$ cat src/rtl/shift_pkg.sv
// Shared types for the pipelined shifter: operation encoding and its width.
// Rotate support is selected by SHIFT_ROTATE_EN in shift_level and shift_unit_pipe.
package shift_pkg;

  typedef enum logic [1:0] {
    SHOP_SLL = 2'b00,
    SHOP_SRL = 2'b01,
    SHOP_SRA = 2'b10,
    SHOP_ROL = 2'b11
  } shop_t;

  localparam int SHOP_W = 2;

endpackage

$ cat src/rtl/shift_level.sv
// One combinational barrel-shifter level: shifts by DIST when en is set.
// SHIFT_ROTATE_EN adds the rotate path; without it ROL behaves as SLL.
module shift_level
  import shift_pkg::*;
#(
  parameter int WIDTH = 16,
  parameter int DIST  = 1
) (
  input  logic [WIDTH-1:0] data,
  input  logic             en,
  input  shop_t            op,
  input  logic             fill,
  output logic [WIDTH-1:0] shifted
);

  always_comb begin
    shifted = data;
    if (en) begin
      case (op)
        // fill is already 0 for SRL and the operand's original sign for SRA
        SHOP_SRL, SHOP_SRA: shifted = {{DIST{fill}}, data[WIDTH-1:DIST]};
`ifdef SHIFT_ROTATE_EN
        SHOP_ROL:           shifted = {data[WIDTH-1-DIST:0], data[WIDTH-1 -: DIST]};
`endif
        default:            shifted = {data[WIDTH-1-DIST:0], {DIST{1'b0}}};
      endcase
    end
  end

endmodule

$ cat src/rtl/shift_unit_pipe.sv
// Pipelined barrel shifter (SLL/SRL/SRA, ROL with SHIFT_ROTATE_EN) with valid/ready
// on both sides and a tag carried alongside each op.
module shift_unit_pipe
  import shift_pkg::*;
#(
  parameter int WIDTH       = 16,
  parameter int PIPE_STAGES = 2,
  parameter int TAG_W       = 4,
  localparam int SHAMT_W    = $clog2(WIDTH) + 1
) (
  input  logic               clk,
  input  logic               rst_n,
  input  logic               flush,
  input  logic               in_valid,
  output logic               in_ready,
  input  shop_t              in_op,
  input  logic [WIDTH-1:0]   in_data,
  input  logic [SHAMT_W-1:0] in_shamt,
  input  logic [TAG_W-1:0]   in_tag,
  output logic               out_valid,
  input  logic               out_ready,
  output logic [WIDTH-1:0]   out_data,
  output logic [TAG_W-1:0]   out_tag
);

  // Handshake: a transfer occurs on a rising edge where valid & ready are both 1.
  // A stage loads when it is empty or its content moves on in the same cycle;
  // in_ready depends only on stage occupancy, out_ready and flush.

  localparam int N   = PIPE_STAGES;
  localparam int LVL = $clog2(WIDTH);
  localparam int C   = (LVL + N - 1) / N;

  logic [N-1:0]       v_q;
  logic [WIDTH-1:0]   d_q    [N];
  shop_t              op_q   [N];
  logic [SHAMT_W-1:0] sh_q   [N];
  logic               sign_q [N];
  logic [TAG_W-1:0]   tag_q  [N];

  logic [N-1:0]       s_v;
  logic [WIDTH-1:0]   s_d    [N];
  shop_t              s_op   [N];
  logic [SHAMT_W-1:0] s_sh   [N];
  logic               s_sign [N];
  logic [TAG_W-1:0]   s_tag  [N];
  logic [WIDTH-1:0]   raw    [N];
  logic [WIDTH-1:0]   nxt_d  [N];
  logic [WIDTH-1:0]   fin_d;
  logic [N-1:0]       load;

  logic [WIDTH-1:0]   lvl_in  [LVL];
  logic [WIDTH-1:0]   lvl_out [LVL];

  // Stage inputs: stage 0 sees the port, later stages see the previous register.
  always_comb begin
    s_v[0]    = in_valid;
    s_d[0]    = in_data;
    s_op[0]   = in_op;
    s_sh[0]   = in_shamt;
    s_sign[0] = in_data[WIDTH-1];
    s_tag[0]  = in_tag;
    for (int s = 1; s < N; s++) begin
      s_v[s]    = v_q[s-1];
      s_d[s]    = d_q[s-1];
      s_op[s]   = op_q[s-1];
      s_sh[s]   = sh_q[s-1];
      s_sign[s] = sign_q[s-1];
      s_tag[s]  = tag_q[s-1];
    end
  end

  // Stage s can load if out_ready or any stage from s to the last is empty.
  always_comb begin
    for (int s = 0; s < N; s++) begin
      load[s] = out_ready;
      for (int j = s; j < N; j++) begin
        if (!v_q[j]) load[s] = 1'b1;
      end
    end
  end

  assign in_ready = load[0] & ~flush;

  for (genvar k = 0; k < LVL; k++) begin : g_lvl
    localparam int S = k / C;
    logic fill;
    assign fill = (s_op[S] == SHOP_SRA) & s_sign[S];
    if (k % C == 0) begin : g_first
      assign lvl_in[k] = s_d[S];
    end else begin : g_chain
      assign lvl_in[k] = lvl_out[k-1];
    end
    shift_level #(.WIDTH(WIDTH), .DIST(1 << k)) u_level (
      .data    (lvl_in[k]),
      .en      (s_sh[S][k]),
      .op      (s_op[S]),
      .fill    (fill),
      .shifted (lvl_out[k])
    );
  end

  for (genvar s = 0; s < N; s++) begin : g_stage
    localparam int LO = s * C;
    localparam int HI = ((s + 1) * C < LVL) ? (s + 1) * C : LVL;
    if (HI > LO) begin : g_levels
      assign raw[s] = lvl_out[HI-1];
    end else begin : g_pass
      assign raw[s] = s_d[s];
    end
  end

  // Over-range amounts are resolved once, on the way into the last register.
  always_comb begin
    fin_d = raw[N-1];
    if (s_sh[N-1][SHAMT_W-1]) begin
      case (s_op[N-1])
        SHOP_SRA: fin_d = {WIDTH{s_sign[N-1]}};
`ifdef SHIFT_ROTATE_EN
        SHOP_ROL: fin_d = raw[N-1];
`endif
        default:  fin_d = '0;
      endcase
    end
  end

  always_comb begin
    for (int s = 0; s < N; s++) nxt_d[s] = raw[s];
    nxt_d[N-1] = fin_d;
  end

  always_ff @(posedge clk or negedge rst_n) begin
    if (!rst_n) begin
      v_q <= '0;
      for (int s = 0; s < N; s++) begin
        d_q[s]    <= '0;
        op_q[s]   <= SHOP_SLL;
        sh_q[s]   <= '0;
        sign_q[s] <= 1'b0;
        tag_q[s]  <= '0;
      end
    end else if (flush) begin
      v_q <= '0;
    end else begin
      for (int s = 0; s < N; s++) begin
        if (load[s]) begin
          v_q[s] <= s_v[s];
          // Payload only moves with a valid op so a bubble never disturbs held data.
          if (s_v[s]) begin
            d_q[s]    <= nxt_d[s];
            op_q[s]   <= s_op[s];
            sh_q[s]   <= s_sh[s];
            sign_q[s] <= s_sign[s];
            tag_q[s]  <= s_tag[s];
          end
        end
      end
    end
  end

  assign out_valid = v_q[N-1];
  assign out_data  = d_q[N-1];
  assign out_tag   = tag_q[N-1];

endmodule

$ cat config.mk
export PLATFORM = sky130hd
export DESIGN_NAME = shift_unit_pipe
export DESIGN_NICKNAME = d
export VERILOG_FILES = /design/src/rtl/shift_pkg.sv /design/src/rtl/shift_level.sv /design/src/rtl/shift_unit_pipe.sv
export SDC_FILE = /design/constraint.sdc
export NUM_CORES = 1
export LEC_CHECK = 0
export CAP_MARGIN = 20
export CORE_MARGIN = 3
export CORE_UTILIZATION = 49
export CTS_CLUSTER_SIZE = 10
export DETAILED_ROUTE_END_ITERATION = 10
export GPL_ROUTABILITY_DRIVEN = 0
export PLACE_DENSITY = 0.77
export SYNTH_ARGS = -nofsm -noshare
export SYNTH_HDL_FRONTEND = slang
export SYNTH_SLANG_ARGS = --single-unit
$ cat constraint.sdc
create_clock -name clk -period 1.5 [get_ports clk]
set_input_delay 0.15 -clock clk [delete_from_list [all_inputs] [get_ports clk]]
set_output_delay 0.15 -clock clk [all_outputs]
set_load 0.05 [all_outputs]
==> results.cfg <==
[power_and_ir_drop]
vdd_drop_max_uv = 498.6
p_leak_nw = 2.012
p_total_mw = 5.041
p_per_area_nw_per_um2 = 1093

[floorplan]
boundaryPins = 54
num_rows = 29
start_util_pct = 52.03
core_um2 = 6568
die_area_um2 = 8011
die_w_um = 89.51
die_h_um = 89.51

[routing]
routed_wl_um = 9245
drt_iter0_drc = 283
viasPerCell = 5.899
vias = 3321
ant_nets = 0
drc = 0
wl_per_cell_um = 16.42
dr.pass1.iters = 5

[synthesis]
synth-adder-area-share_pct = 0.7323
synth-xor-area-share_pct = 0
avgSynthCellArea_um2 = 8.607
synth_mux_area_share_pct = 16.29
yosys.area_share.simple_pct = 18.13
synth-seq-cells = 48
synth_warnings = 0
synth-edff-count = 0
synth_top_family_by_area = compound AO/OA/AOI/OAI gates
synth_compound_area_share_pct = 20.03
syn-cell-area_um2 = 3417
yosys.cell_types.count = 40
seq_area_frac_synth_pct = 35.15
netlist_instances = 397
ys.flop_type = dfrtp_1
syn-num-nets = 431
synth-async-reset-ratio_pct = 100.0

[worst_setup_path]
path_class = reg -> reg
reg2reg_from = op_q[3]
start_kind = register
arrival_ns = 1.88
rrSetupSlack_ns = -0.20
r2r_cells = 6
r2r-end = out_data[2]
slowest_delay_ns = 0.43
required_ns = 1.68
crit_path_cell_trace = ha_4 -> clkbuf_16 -> mux2i_1 -> nand2_1 -> a211oi_2 -> o21ai_1
slowest_stage = dfrtp_1
cp_num_buf_inv = 1
path_depth = 6
cp-end-kind = register
cp_max_fo = 7
crit_family = flip-flops

[worst_hold_path]
holdCritPathClass = in -> reg
min_path_cells = 3
min_from = in_op[1]
worstHoldEndpoint = op_q[3]

[global_route]
antenna_found_initial = 0
grt_start_max_net_pins = 49
grt_pass1_wl_um = 15300
overflow = 0
grt_pass1_vias = 3191
grt_usage_pct = 24.28

[clock_network]
clkSinkCount = 48
cts_tree = done
insertion_delay_ns = 0.29
cts_made_buffers = 5
clock-root-buffer = clkbuf_8
htreeDepth = 2
clkSlewWorstSetupHoldPaths_ns = 0.09
cts_buffer_depth = 2

[sta]
worst_pin_slew_ns = 0.4153
timing.fmax_mhz = 588.4
setup_slack_ns = -0.1995
setup-tns-final_ns = -2.395
finClkSkew_ns = 0.004298
setup_viol = 16
finalCritPeriodShare_pct = 113.3
hold_viol = 0
slew_viol_final = 0
min_period_ns = 1.700
maxSlewHeadroom_pct = 72.21
rsz0062_at_grt = true

[cells_and_area]
final_cells = 563
final_core_util_pct = 70.20
diodes = 0
nets = 503
area_growth_pct = 34.93
drive_gt1_share_pct = 30.64

[run_status]
violations = negative setup slack
status = finished, violations left

[placed_design]
portBuffers = 53
dpl.hpwl_um = 6547
dp_slack_ns = -0.5655
placed_cells = 547

[flow_run]
cap_violations = 0
[repair_timing]
item	4_1_cts	5_1_grt
resized for setup	31	25
pin swaps	1	12
setup endpoints to repair	31	20
hold buffers	1	0
gates cloned	0	1
hold endpoints to repair	48	0
setup buffers	5	1
[synth_stat cells (all sizes together) (2+ instances only)]
master / count / area (um^2)
a211o: 2 / 17.52
inv: 5 / 18.77
a221oi: 5 / 43.79
a21oi: 27 / 135.1
a311oi: 4 / 35.03
nand3b: 5 / 37.54
or2: 2 / 12.52
o21ai: 26 / 130.1
nor2b: 3 / 18.77
a31o: 4 / 35.03
mux2i: 32 / 320.3
a211oi: 22 / 165.2
ha: 2 / 25.02
buf: 41 / 279.0
nand2: 79 / 296.5
nand2b: 6 / 37.54
nor2: 44 / 165.2
clkbuf: 6 / 22.52
a31oi: 2 / 12.51
nand3: 3 / 15.01
o32a: 8 / 80.08
dfrtp: 48 / 1201
mux4: 10 / 225.2
[layout make-up]
type,instances,area [um^2]
multi-input cells,296,2113
repair buffers,113,1064
clock buffers,7,86.33
clock inverters,1,7.507
well taps,93,116.4
fillers,512,1957
inverters,5,21.27
flip-flops and latches,48,1202
[per-layer routing]
metal	global-route usage (%)	wire, um	vias to the layer above
li1	-	-	1552
met1	31.77	3906	1595
met2	42.00	4613	149
met3	3.226	490	25
met4	6.901	234	0
met5	0	0	-
[registers in the layout, indices dropped and copies added, names as in the netlist]
name	flops
s_tag	4
v_q	2
out_tag	4
d_q	16
s_sh	3
out_data	16
op_q	2
s_sign	1
[worst max-delay path by stage]
stage	slack, ns	endpoint	start
after floorplan	-0.0004	out_data[4]	op_q[3]
after CTS	-0.16	out_data[4]	op_q[3]
after global routing	-0.23	out_data[4]	op_q[3]
after global placement	-0.48	d_q[18]	in_op[0]
after detailed placement	-0.57	d_q[19]	in_op[0]
final	-0.20	out_data[2]	op_q[3]
[placed cells by master, fill, tap and decap left out, types with 3 or more instances in the layout]
master / count
o21ai_0: 15
mux2i_2: 4
mux2i_1: 26
clkdlybuf4s50_1: 27
nand3b_1: 5
nand2_1: 77
mux4_2: 10
o21ai_1: 11
buf_6: 6
buf_12: 8
inv_1: 3
nand3_1: 3
o32a_1: 8
a211oi_1: 11
clkbuf_8: 6
nand2b_1: 5
a31o_1: 4
a221oi_2: 4
a21oi_1: 21
a211oi_2: 11
buf_4: 66
a311oi_2: 4
a21oi_2: 5
nor2_1: 44
dfrtp_1: 47
[cells by family (layout without fill, tap and decap cells)]
family	Yosys count	count (layout)
buf+inv	53	126
mux	43	43
compound gates	104	104
flops	48	48
simple gates	147	147
fa+ha+maj	2	2
[power breakdown]
group | leakage [nW] | internal (mW) | switching (mW)
registers | 0.588 | 1.54 | 0.261
logic | 1.38 | 1.06 | 1.39
clock network | 0.0445 | 0.375 | 0.413
total | 2.01 | 2.98 | 2.06
[worst reg2reg max path, stage by stage, from the launching register on]
cell and delay [ns]:
dfrtp_1 0.43, ha_4 0.35, clkbuf_16 0.17, mux2i_1 0.23, nand2_1 0.11, a211oi_2 0.22, o21ai_1 0.08
[per-stage QoR]
step | hold slack [ns] | instance area [um^2]
after global placement | 0.1497 | 4192
after floorplan | -0.1456 | 3485
after global routing | 0.2747 | 4611
after detailed placement | 0.1504 | 4192
after CTS | 0.2661 | 4462
final | 0.2746 | 4611
Power figures use the tool's default switching activity.
